<file path="config.mk">
export PLATFORM = sky130hd
export DESIGN_NAME = quad_input_ic_emulator_flat
export DESIGN_NICKNAME = d
export VERILOG_FILES = /design/src/rtl/ic_tester_pkg.sv /design/src/rtl/quad_input_ic_emulator_if.sv /design/src/rtl/gate_channel_model.sv /design/src/rtl/quad_input_ic_emulator.sv /design/src/flat_wrapper.sv
export SDC_FILE = /design/constraint.sdc
export NUM_CORES = 1
export LEC_CHECK = 0
export ABC_AREA = 1
export BUFFER_PORTS_ARGS = -buffer_cell sky130_fd_sc_hd__buf_2
export CAP_MARGIN = 10
export CELL_PAD_IN_SITES_DETAIL_PLACEMENT = 1
export CELL_PAD_IN_SITES_GLOBAL_PLACEMENT = 2
export CORE_MARGIN = 4
export CORE_UTILIZATION = 29
export DETAILED_ROUTE_END_ITERATION = 8
export HOLD_SLACK_MARGIN = 0.1
export PLACE_DENSITY = 0.78
export SYNTH_ARGS = -nofsm -noshare
export SYNTH_HDL_FRONTEND = slang
export SYNTH_SLANG_ARGS = --single-unit
</file>
<file path="constraint.sdc">
create_clock -name clk -period 1.8 [get_ports clk]
set_input_delay 0.36 -clock clk [delete_from_list [all_inputs] [get_ports clk]]
set_output_delay 0.36 -clock clk [all_outputs]
set_load 0.005 [all_outputs]
</file>
<file path="src/rtl/ic_tester_pkg.sv">
// -----------------------------------------------------------------------------
// ic_tester_pkg
// Shared definitions for the dual 4-input gate IC emulator and the tester's
// reference model: gate and fault encodings, channel FSM states, the sampled
// configuration record and the pure gate/fault evaluation functions.
// -----------------------------------------------------------------------------
package ic_tester_pkg;

  localparam int NUM_CH = 2;   // two gates per package
  localparam int VEC_W  = 4;   // {D,C,B,A}
  localparam int COV_W  = 16;  // one bit per input pattern
  localparam int CNT_W  = 8;   // holds DELAY_CYCLES-1 for DELAY_CYCLES up to 255

  // gateSelect encodings; 6 and 7 fall back to AND.
  typedef enum logic [2:0] {
    GATE_AND  = 3'd0,
    GATE_OR   = 3'd1,
    GATE_NAND = 3'd2,
    GATE_NOR  = 3'd3,
    GATE_XOR  = 3'd4,
    GATE_XNOR = 3'd5
  } gate_sel_e;

  typedef enum logic [1:0] {
    FAULT_NONE = 2'd0,
    FAULT_SA0  = 2'd1,
    FAULT_SA1  = 2'd2,
    FAULT_PAT  = 2'd3
  } fault_mode_e;

  typedef enum logic [1:0] {
    CH_OFF     = 2'd0,
    CH_WAIT    = 2'd1,
    CH_SETTLED = 2'd2
  } ch_state_e;

  // Configuration sampled every edge; any change restarts both channels.
  typedef struct packed {
    logic [2:0] gate_sel;
    logic [1:0] fault_mode;
    logic [1:0] fault_target;
    logic [3:0] fault_pattern;
  } cfg_t;

  // Fault-free gate result for input vector v = {D,C,B,A}.
  function automatic logic gate_eval(input logic [2:0] sel, input logic [3:0] v);
    logic r;
    case (sel)
      GATE_OR:   r = |v;
      GATE_NAND: r = ~&v;
      GATE_NOR:  r = ~|v;
      GATE_XOR:  r = ^v;
      GATE_XNOR: r = ~^v;
      default:   r = &v;
    endcase
    return r;
  endfunction

  // Applies the configured fault to a gate result when the channel is targeted.
  function automatic logic fault_apply(input logic [1:0] mode, input logic en,
                                       input logic [3:0] pattern, input logic [3:0] v,
                                       input logic g);
    logic r;
    r = g;
    if (en) begin
      case (mode)
        FAULT_SA0: r = 1'b0;
        FAULT_SA1: r = 1'b1;
        FAULT_PAT: r = (v == pattern) ? ~g : g;
        default:   r = g;
      endcase
    end
    return r;
  endfunction

endpackage

</file>
<file path="src/rtl/quad_input_ic_emulator_if.sv">
// -----------------------------------------------------------------------------
// quad_input_ic_emulator_if
// Pin-level bundle between the tester and the emulated IC.
//   master : tester side (drives enable, config, gate inputs, coverage_clear)
//   slave  : emulator side (returns op/settled/coverage/cov_full)
// -----------------------------------------------------------------------------
interface quad_input_ic_emulator_if;
  logic        enable;
  logic [2:0]  gateSelect;
  logic        A1, B1, C1, D1;
  logic        A2, B2, C2, D2;
  logic [1:0]  fault_mode;
  logic [1:0]  fault_target;
  logic [3:0]  fault_pattern;
  logic        coverage_clear;
  logic        op1, op2;
  logic        settled1, settled2;
  logic [15:0] coverage1, coverage2;
  logic        cov_full;

  modport master (
    output enable, gateSelect, A1, B1, C1, D1, A2, B2, C2, D2,
           fault_mode, fault_target, fault_pattern, coverage_clear,
    input  op1, op2, settled1, settled2, coverage1, coverage2, cov_full
  );

  modport slave (
    input  enable, gateSelect, A1, B1, C1, D1, A2, B2, C2, D2,
           fault_mode, fault_target, fault_pattern, coverage_clear,
    output op1, op2, settled1, settled2, coverage1, coverage2, cov_full
  );
endinterface

</file>
<file path="src/rtl/gate_channel_model.sv">
// -----------------------------------------------------------------------------
// gate_channel_model
// One gate of the emulated IC: OFF/WAIT/SETTLED FSM with inertial delay,
// pending-vector register, fault application and 16-bit pattern coverage.
// Ports:
//   clk, rst        clock, synchronous active-high reset
//   enable_i        raw IC power; low forces OFF on the next edge
//   enable_q_i      power as sampled on the previous edge (gates OFF->WAIT)
//   vec_i           sampled input vector {D,C,B,A}
//   gate_sel_i, fault_mode_i, fault_pattern_i   sampled configuration
//   fault_en_i      this channel's fault_target bit
//   cfg_changed_i   configuration differs from the previous edge
//   cov_clear_i     clears the coverage map
//   op_o, settled_o, coverage_o   modelled output, settle flag, coverage map
// -----------------------------------------------------------------------------
module gate_channel_model
  import ic_tester_pkg::*;
#(
  parameter int DELAY_CYCLES = 4
) (
  input  logic             clk,
  input  logic             rst,
  input  logic             enable_i,
  input  logic             enable_q_i,
  input  logic [VEC_W-1:0] vec_i,
  input  logic [2:0]       gate_sel_i,
  input  logic [1:0]       fault_mode_i,
  input  logic [3:0]       fault_pattern_i,
  input  logic             fault_en_i,
  input  logic             cfg_changed_i,
  input  logic             cov_clear_i,
  output logic             op_o,
  output logic             settled_o,
  output logic [COV_W-1:0] coverage_o
);

  localparam logic [CNT_W-1:0] CNT_LAST = CNT_W'(DELAY_CYCLES - 1);

  ch_state_e        state_q;
  logic [VEC_W-1:0] pend_q;
  logic [CNT_W-1:0] cnt_q;
  logic             op_q;
  logic             settled_q;
  logic [COV_W-1:0] cov_q;
  logic [COV_W-1:0] cov_d;
  logic             restart;
  logic             settle_now;
  logic             settle_val;

  always_comb begin
    // Any pin or config movement restarts the delay (inertial behaviour).
    restart    = (vec_i != pend_q) || cfg_changed_i;
    settle_now = enable_i && (state_q == CH_WAIT) && !restart && (cnt_q == CNT_LAST);
    settle_val = fault_apply(fault_mode_i, fault_en_i, fault_pattern_i, pend_q,
                             gate_eval(gate_sel_i, pend_q));
    // A bit settling on the same edge as a clear survives the clear.
    cov_d = cov_clear_i ? '0 : cov_q;
    if (settle_now) begin
      cov_d[pend_q] = 1'b1;
    end
  end

  always_ff @(posedge clk) begin
    if (rst) begin
      state_q   <= CH_OFF;
      pend_q    <= '0;
      cnt_q     <= '0;
      op_q      <= 1'b0;
      settled_q <= 1'b0;
      cov_q     <= '0;
    end else begin
      // Coverage outlives power-down; only rst and coverage_clear wipe it.
      cov_q <= cov_d;
      if (!enable_i) begin
        state_q   <= CH_OFF;
        op_q      <= 1'b0;
        settled_q <= 1'b0;
        cnt_q     <= '0;
      end else begin
        case (state_q)
          CH_OFF: begin
            // Power-up is treated like a pin change: captured, then detected.
            if (enable_q_i) begin
              state_q <= CH_WAIT;
              pend_q  <= vec_i;
              cnt_q   <= '0;
            end
          end
          CH_WAIT: begin
            if (restart) begin
              pend_q <= vec_i;
              cnt_q  <= '0;
            end else if (cnt_q == CNT_LAST) begin
              state_q   <= CH_SETTLED;
              op_q      <= settle_val;
              settled_q <= 1'b1;
            end else begin
              cnt_q <= cnt_q + 1'b1;
            end
          end
          CH_SETTLED: begin
            // op keeps its old value until the new vector settles.
            if (restart) begin
              state_q   <= CH_WAIT;
              pend_q    <= vec_i;
              cnt_q     <= '0;
              settled_q <= 1'b0;
            end
          end
          default: state_q <= CH_OFF;
        endcase
      end
    end
  end

  assign op_o       = op_q;
  assign settled_o  = settled_q;
  assign coverage_o = cov_q;

endmodule

</file>
<file path="src/rtl/quad_input_ic_emulator.sv">
// -----------------------------------------------------------------------------
// quad_input_ic_emulator
// Behavioural model of a dual 4-input gate IC for tester loopback self-test.
// Samples the gate inputs, configuration and power each edge, detects config
// changes, runs two independent gate channels and flags full coverage.
// Ports:
//   clk   system clock, rising edge
//   rst   synchronous active-high reset, priority over everything
//   bus   slave side of quad_input_ic_emulator_if (pins, config, results)
// Parameter DELAY_CYCLES: propagation delay in clk cycles, legal 1..255.
// -----------------------------------------------------------------------------
module quad_input_ic_emulator
  import ic_tester_pkg::*;
#(
  parameter int DELAY_CYCLES = 4
) (
  input logic                     clk,
  input logic                     rst,
  quad_input_ic_emulator_if.slave bus
);

  logic [NUM_CH-1:0][VEC_W-1:0] vec_d;
  logic [NUM_CH-1:0][VEC_W-1:0] vec_q;
  cfg_t                         cfg_d;
  cfg_t                         cfg_q;
  cfg_t                         cfg_prev_q;
  logic                         enable_q;
  logic                         cov_full_q;
  logic                         cfg_changed;

  logic [NUM_CH-1:0]            op_w;
  logic [NUM_CH-1:0]            settled_w;
  logic [NUM_CH-1:0][COV_W-1:0] cov_w;

  assign vec_d[0] = {bus.D1, bus.C1, bus.B1, bus.A1};
  assign vec_d[1] = {bus.D2, bus.C2, bus.B2, bus.A2};
  assign cfg_d    = cfg_t'({bus.gateSelect, bus.fault_mode, bus.fault_target, bus.fault_pattern});

  // Inputs share clk with the tester, so plain registers suffice.
  always_ff @(posedge clk) begin
    if (rst) begin
      vec_q      <= '0;
      cfg_q      <= '0;
      cfg_prev_q <= '0;
      enable_q   <= 1'b0;
      cov_full_q <= 1'b0;
    end else begin
      vec_q      <= vec_d;
      cfg_q      <= cfg_d;
      cfg_prev_q <= cfg_q;
      enable_q   <= bus.enable;
      cov_full_q <= (&cov_w[0]) && (&cov_w[1]);
    end
  end

  // Seen one edge after capture, matching the pin-change detection timing.
  assign cfg_changed = (cfg_q != cfg_prev_q);

  for (genvar gi = 0; gi < NUM_CH; gi++) begin : g_ch
    gate_channel_model #(
      .DELAY_CYCLES(DELAY_CYCLES)
    ) u_ch (
      .clk            (clk),
      .rst            (rst),
      .enable_i       (bus.enable),
      .enable_q_i     (enable_q),
      .vec_i          (vec_q[gi]),
      .gate_sel_i     (cfg_q.gate_sel),
      .fault_mode_i   (cfg_q.fault_mode),
      .fault_pattern_i(cfg_q.fault_pattern),
      .fault_en_i     (cfg_q.fault_target[gi]),
      .cfg_changed_i  (cfg_changed),
      .cov_clear_i    (bus.coverage_clear),
      .op_o           (op_w[gi]),
      .settled_o      (settled_w[gi]),
      .coverage_o     (cov_w[gi])
    );
  end

  assign bus.op1       = op_w[0];
  assign bus.op2       = op_w[1];
  assign bus.settled1  = settled_w[0];
  assign bus.settled2  = settled_w[1];
  assign bus.coverage1 = cov_w[0];
  assign bus.coverage2 = cov_w[1];
  assign bus.cov_full  = cov_full_q;

endmodule
</file>
<file path="src/flat_wrapper.sv">
// flat-port wrapper written by rule: the top's interface ports become plain ports
module quad_input_ic_emulator_flat import ic_tester_pkg::*;
#(
  parameter int DELAY_CYCLES = 4
)
  (clk, rst, bus_enable, bus_gateSelect, bus_A1, bus_B1, bus_C1, bus_D1, bus_A2, bus_B2, bus_C2, bus_D2, bus_fault_mode, bus_fault_target, bus_fault_pattern, bus_coverage_clear, bus_op1, bus_op2, bus_settled1, bus_settled2, bus_coverage1, bus_coverage2, bus_cov_full);
  quad_input_ic_emulator_if bus_i ();
  input logic clk;
  input logic rst;
  input wire logic [$bits(bus_i.enable)-1:0] bus_enable;
  input wire logic [$bits(bus_i.gateSelect)-1:0] bus_gateSelect;
  input wire logic [$bits(bus_i.A1)-1:0] bus_A1;
  input wire logic [$bits(bus_i.B1)-1:0] bus_B1;
  input wire logic [$bits(bus_i.C1)-1:0] bus_C1;
  input wire logic [$bits(bus_i.D1)-1:0] bus_D1;
  input wire logic [$bits(bus_i.A2)-1:0] bus_A2;
  input wire logic [$bits(bus_i.B2)-1:0] bus_B2;
  input wire logic [$bits(bus_i.C2)-1:0] bus_C2;
  input wire logic [$bits(bus_i.D2)-1:0] bus_D2;
  input wire logic [$bits(bus_i.fault_mode)-1:0] bus_fault_mode;
  input wire logic [$bits(bus_i.fault_target)-1:0] bus_fault_target;
  input wire logic [$bits(bus_i.fault_pattern)-1:0] bus_fault_pattern;
  input wire logic [$bits(bus_i.coverage_clear)-1:0] bus_coverage_clear;
  output wire logic [$bits(bus_i.op1)-1:0] bus_op1;
  output wire logic [$bits(bus_i.op2)-1:0] bus_op2;
  output wire logic [$bits(bus_i.settled1)-1:0] bus_settled1;
  output wire logic [$bits(bus_i.settled2)-1:0] bus_settled2;
  output wire logic [$bits(bus_i.coverage1)-1:0] bus_coverage1;
  output wire logic [$bits(bus_i.coverage2)-1:0] bus_coverage2;
  output wire logic [$bits(bus_i.cov_full)-1:0] bus_cov_full;
  assign bus_i.enable = bus_enable;
  assign bus_i.gateSelect = bus_gateSelect;
  assign bus_i.A1 = bus_A1;
  assign bus_i.B1 = bus_B1;
  assign bus_i.C1 = bus_C1;
  assign bus_i.D1 = bus_D1;
  assign bus_i.A2 = bus_A2;
  assign bus_i.B2 = bus_B2;
  assign bus_i.C2 = bus_C2;
  assign bus_i.D2 = bus_D2;
  assign bus_i.fault_mode = bus_fault_mode;
  assign bus_i.fault_target = bus_fault_target;
  assign bus_i.fault_pattern = bus_fault_pattern;
  assign bus_i.coverage_clear = bus_coverage_clear;
  assign bus_op1 = bus_i.op1;
  assign bus_op2 = bus_i.op2;
  assign bus_settled1 = bus_i.settled1;
  assign bus_settled2 = bus_i.settled2;
  assign bus_coverage1 = bus_i.coverage1;
  assign bus_coverage2 = bus_i.coverage2;
  assign bus_cov_full = bus_i.cov_full;
  quad_input_ic_emulator #(.DELAY_CYCLES(DELAY_CYCLES)) u_core (.clk(clk), .rst(rst), .bus(bus_i));
endmodule
</file>
; Word level (Yosys, flattened, before mapping)
; Cells that the tools add are included.
[word_totals]
reg_bits = 96
latch_bits = 0
ram_bits = 0
romBits = 0
output_inout_bits = 37
word_cells = 164
n_memories = 0
[op_classes]
add_sub_neg = 2
mul = 0
n_div = 0
n_lt_le_gt_ge = 4
eq_ne = 31
n_shift = 0
muxes = 48
bitwise_logic = 7
reduce_logical = 48
[op_table]
columns = op, count
row1 = $mux W16, 4
row2 = $mux W8, 7
row3 = $pmux W8 S3, 2
row4 = $reduce_and A4 Y1, 10
row5 = $or A16 B16 Y16, 2
row6 = $reduce_and A16 Y1, 2
row7 = $add A8 B1 Y8 const B, 2
row8 = $eq A8 B2 Y1 const B, 2
row9 = $mux W4, 4
row10 = $pmux W4 S2, 2
row11 = $mux W2, 7
row12 = $mux W1, 12
row13 = $ne A2 B1 Y1 const B, 6
row14 = $pmux W2 S3, 2
row15 = $ne A11 B11 Y1, 1
row16 = $lt A4 B5 Y1 const B, 2
row17 = $pmux W1 S5, 2
row18 = $logic_and A1 B1 Y1, 9
row19 = $demux W1 S4, 2
row20 = $eq A2 B2 Y1 const B, 4
row21 = $eq A4 B4 Y1, 2
row22 = $ge A4 B1 Y1 const B, 2
row23 = $ne A2 B2 Y1 const B, 4
row24 = $ne A4 B4 Y1, 2
row25 = 18 further kinds, 46

; Logic depth before layout (Yosys ltp)
[logic_depth]
word_depth = 7
ltp_mapped = 14
ltp_nobuf = 14

; Hierarchy
; From an unflattened synthesis, not the netlist that was laid out.
[hier_totals]
cells_unflattened = 739
area_unflattened_um2 = 4999.8
[by_module_without_submodules]
columns = mod, n_inst, cells_each, area_per_inst_um2, seq_area_each_um2
row1 = gate_channel_model, 2, 287, 1913.1, 640.6
row2 = quad_input_ic_emulator, 1, 165, 1173.6, 640.6

; Least setup slack after synthesis
; Ideal clock, no wire load.
[synth_timing]
path_kind = register to register
start = register u_core.g_ch[1].u_ch.cnt_q[0]
end = register u_core.g_ch[1].u_ch.cov_q[0]
setup_time_ns = 0.071
arrival_ns = 1.609
required_time_ns = 1.729
slack_ns = 0.120
path_stages_with_launch = 9
period_less_slack_ns = 1.680
path_cell_list = dfxtp_1 -> ha_1 -> nand3_1 -> nor4_2 -> nand4_4 -> nor2_4 -> buf_6 -> nand2_2 -> a21oi_2
[synth_via]
elab_chain_len = 3
[synth_rtl]
columns = element, line_no
row1 = start: declaration, gate_channel_model.sv:41  ; logic [CNT_W-1:0] cnt_q;
row2 = start signal: assignment, gate_channel_model.sv:98  ; cnt_q <= cnt_q + 1'b1;
row3 = $eq A8 B2 Y1, gate_channel_model.sv:53  ; settle_now = enable_i && (state_q == CH_WAIT) && !restart && (cnt_q == CNT_LAST);
row4 = $logic_and A1 B1 Y1, gate_channel_model.sv:53
row5 = $mux W16, gate_channel_model.sv:58  ; if (settle_now) begin
row6 = end signal: assignment, gate_channel_model.sv:73  ; cov_q <= cov_d;
row7 = end: declaration, gate_channel_model.sv:44  ; logic [COV_W-1:0] cov_q;
; Every way passes these cells.
; A chain may end at the register's enable or synchronous reset.

; Final worst setup path
[layout_timing]
start = register u_core.cfg_q[9] (netlist name)
end = register u_core.g_ch[1].u_ch.cov_q[12]
[layout_via]
elab_chain_len = 6
[layout_rtl]
columns = element, line_no
row1 = start: declaration, quad_input_ic_emulator.sv:25  ; cfg_t cfg_q;
row2 = start signal: assignment, quad_input_ic_emulator.sv:49  ; cfg_q <= cfg_d;
row3 = $ne A11 B11 Y1, quad_input_ic_emulator.sv:57  ; assign cfg_changed = (cfg_q != cfg_prev_q);
row4 = $logic_or A1 B1 Y1, gate_channel_model.sv:52  ; restart = (vec_i != pend_q) || cfg_changed_i;
row5 = $logic_not A1 Y1, gate_channel_model.sv:53
row6 = $logic_and A1 B1 Y1 (2 in series), gate_channel_model.sv:53
row7 = $mux W16, gate_channel_model.sv:58
; Every way passes these cells.

==> flow_summary.ini <==
[clock_tree]
htree_levels = 3
cts_num_sinks = 96
cts_buffer_depth = 2
clk_pin_slew_ps = 70
cts_hold_buf = 0
cts_buffers = 9
cts-root-buf = clkbuf_16
cts_tree = done
clk_latency_ps = 350

[cells_and_area]
nFillCells = 2326
nets = 960
drive_above_1_share_pct = 27.24
syn2layout_area_growth_pct = 30.95
diodes = 0
finalInstanceArea_um2 = 6934
stdcell_count = 1143

[logic_synthesis]
syn_nets = 836
synthTopCellsByCount = 223 x nand2_1, 117 x inv_1, 96 x dfxtp_1
yosysTopAreaCell = dfxtp_1
async_flop_share_pct = 0
synth.distinct_cells = 32
yosysMostFrequentCell = nand2_1
syn_area_um2 = 5295
synthesis.instances = 786
synth_area_leaders = dfxtp_1 36%, nand2_1 16%, inv_1 8.3%
synth_top_area_share_pct = 36.29
ys_seq_area_share_pct = 36.29
synth_edf_count = 0
synth_area_per_cell_um2 = 6.737
yosys_warnings = 0
synth_flop_cell = dfxtp_1
ys_ff_latch = 96

[floorplan]
die_y_um = 143.1
core_um2 = 17960
fp.dieW_um = 143.1
initial_core_util_pct = 29.48
num_rows = 49
pin_count = 60
die_area_um2 = 20480

[timing]
period_needed_ps = 1884
hold_ws_ps = 201.8
worstMarginPinSlew_ps = 401.2
relSlewSlack_pct = 73.26
grt_setup_unrepaired = true
fmax_ghz = 0.5309
fin_skew_ps = 10.33
setup_tns_ps = -616.1
finalSetupViolations = 16
finalHoldViolations = 0
fin_ws_ps = -83.56
fin_crit_sh_pct = 104.6
slew_violations = 0

[power]
p_per_area_nw_per_um2 = 721.0
peakVddDrop_v = 0.0004704
p_leak_nw = 3.365

[grt]
grt_overflow = 0
grt_usage_pct = 15.52
grt_pass1_wl_um = 25620
antenna_found_initial = 0
grt_max_degree = 33
grt_pass1_vias = 5158

[min_path]
hold_start = bus_gateSelect[1]
min-delay-path-class = in2reg

[setup_path]
crit_path_cell_trace = inv_2 -> nand2_2 -> nand2_2 -> nand2_2 -> nor2_2 -> nand2_2 -> nor2_4 -> nand4_4 -> nor2_4 -> clkbuf_16 -> nand2_2 -> a21oi_2
path_class = reg2reg
rrSetupSlack_ps = -80
startpoint = u_core.cfg_q[9]
cp.required_ps = 2090
cp-end-kind = flop
crit_fanout = 8
path_common_cell = nand2_2
r2r_start = u_core.cfg_q[9]
crit_arrival_ps = 2170
slowest_delay_ps = 360
critPathLaunchType = flop
crit_slowest_cell = dfxtp_4

[place]
gp_congestion = 0.7601
hpwl_um = 12010
dpl_cell_area_um2 = 6325
dp.cells = 1122
portBuffers = 59

[routing]
wire_per_inst_um = 13.57
routed_wl_um = 15510
dr_total_vias = 5166
viasPerCell = 4.520
drc = 0
dr.pass1.iters = 4
ant_nets = 0
drtIter0Drc = 149

[run_status]
status = finished, violations left
violations = setup timing

[job]
cap_viol_max_count = 0
-- registers in the layout, indices dropped and copies added (netlist names) --
register,cells
u_core.g_ch.u_ch.coverage_o,32
u_core.g_ch.u_ch.settled_o,2
u_core.g_ch.u_ch.state_q,4
u_core.g_ch.u_ch.pend_q,8
u_core.cfg_prev_q,11
u_core.g_ch.u_ch.op_o,2
u_core.bus.cov_full,1
u_core.vec_q,8
u_core.cfg_q,11
u_core.enable_q,1
u_core.g_ch.u_ch.cnt_q,16
-- path summary, 6_finish.rpt --
path / cells past startpoint / endpoint
worst max-delay path: 12 / u_core.g_ch[1].u_ch.coverage_o[12]
worst max register to register: 12 / u_core.g_ch[1].u_ch.coverage_o[12]
worst min register to register: 2 / u_core.g_ch[0].u_ch.settled_o
worst min-delay path: 3 / u_core.cfg_q[9]
-- where the power goes --
part / switching, mW / internal (mW) / total [mW] / leakage, nW
Combinational: 0.477 / 0.322 / 0.799 / 2.44
Sequential: 0.0551 / 2.18 / 2.23 / 0.790
Clock: 0.889 / 1.08 / 1.97 / 0.138
-- cell families after synthesis --
| group | Yosys count | share of synthesized area [%] |
|---|---|---|
| AO/OA/AOI/OAI | 74 | 8.010 |
| XOR/XNOR | 26 | 4.300 |
| adder cells (fa/ha/maj) | 27 | 6.380 |
| buffers and inverters | 145 | 10.68 |
| flip-flops | 96 | 36.29 |
| AND/OR/NAND/NOR | 418 | 34.33 |
-- critical path, delay by kind of cell (launching register included) --
kind,cells,cell delay [ps]
AND/OR/NAND/NOR,9,1070
flip-flops,1,360
buffers and inverters,2,260
AO/OA/AOI/OAI,1,120
-- stage by stage --
stage,power (mW),setup slack (ps),util [%]
after floorplan,2.731,119.9,-
after global placement,3.027,-59.11,35.21
after detailed placement,3.034,-66.88,35.21
after CTS,5.020,10.87,36.96
after global routing,5.271,-192.7,38.60
final,5.000,-83.56,38.60
-- placed cells by master (no fill, tap or decap), types with 3 or more instances in the layout --
cell,instances
nand2_1,209
inv_1,115
nor2_1,88
dfxtp_1,80
buf_4,67
buf_2,59
nand3_1,42
a21oi_1,35
nand4_1,27
ha_1,24
a21oi_2,21
xnor2_1,19
nand2_2,19
inv_2,10
o21ai_0,10
clkbuf_16,10
dfxtp_2,8
dfxtp_4,8
nor2_4,7
nor2_2,7
nand2_4,6
nor3_1,4
xor2_1,4
buf_12,4
xnor2_2,3
-- final cells by class --
class	instances	area, µm²	area share, %
multi-input combinational	545	3005	43.34
sequential	96	1962	28.29
timing repair buffer	132	914.6	13.19
inverter	126	473.0	6.821
tap	229	286.5	4.132
clock buffer	9	225.2	3.248
clock inverter	6	67.56	0.9744
-- routing by layer --
layer	global-route usage (%)	up-vias	share of wire, %
met3	2.847	17	3.5
met5	0	-	0
met4	4.452	0	1.7
met2	24.78	68	45
met1	21.44	2398	50
li1	-	2683	-
-- repair_timing --
| action | in CTS | in global routing |
|---|---|---|
| buffers inserted | 0 | 5 |
| gates cloned | 0 | 1 |
| resized for setup | 8 | 71 |
| pin swaps | 0 | 22 |
| endpoints found under the setup margin | 5 | 64 |
No activity file was read; power rests on OpenSTA's default activity.
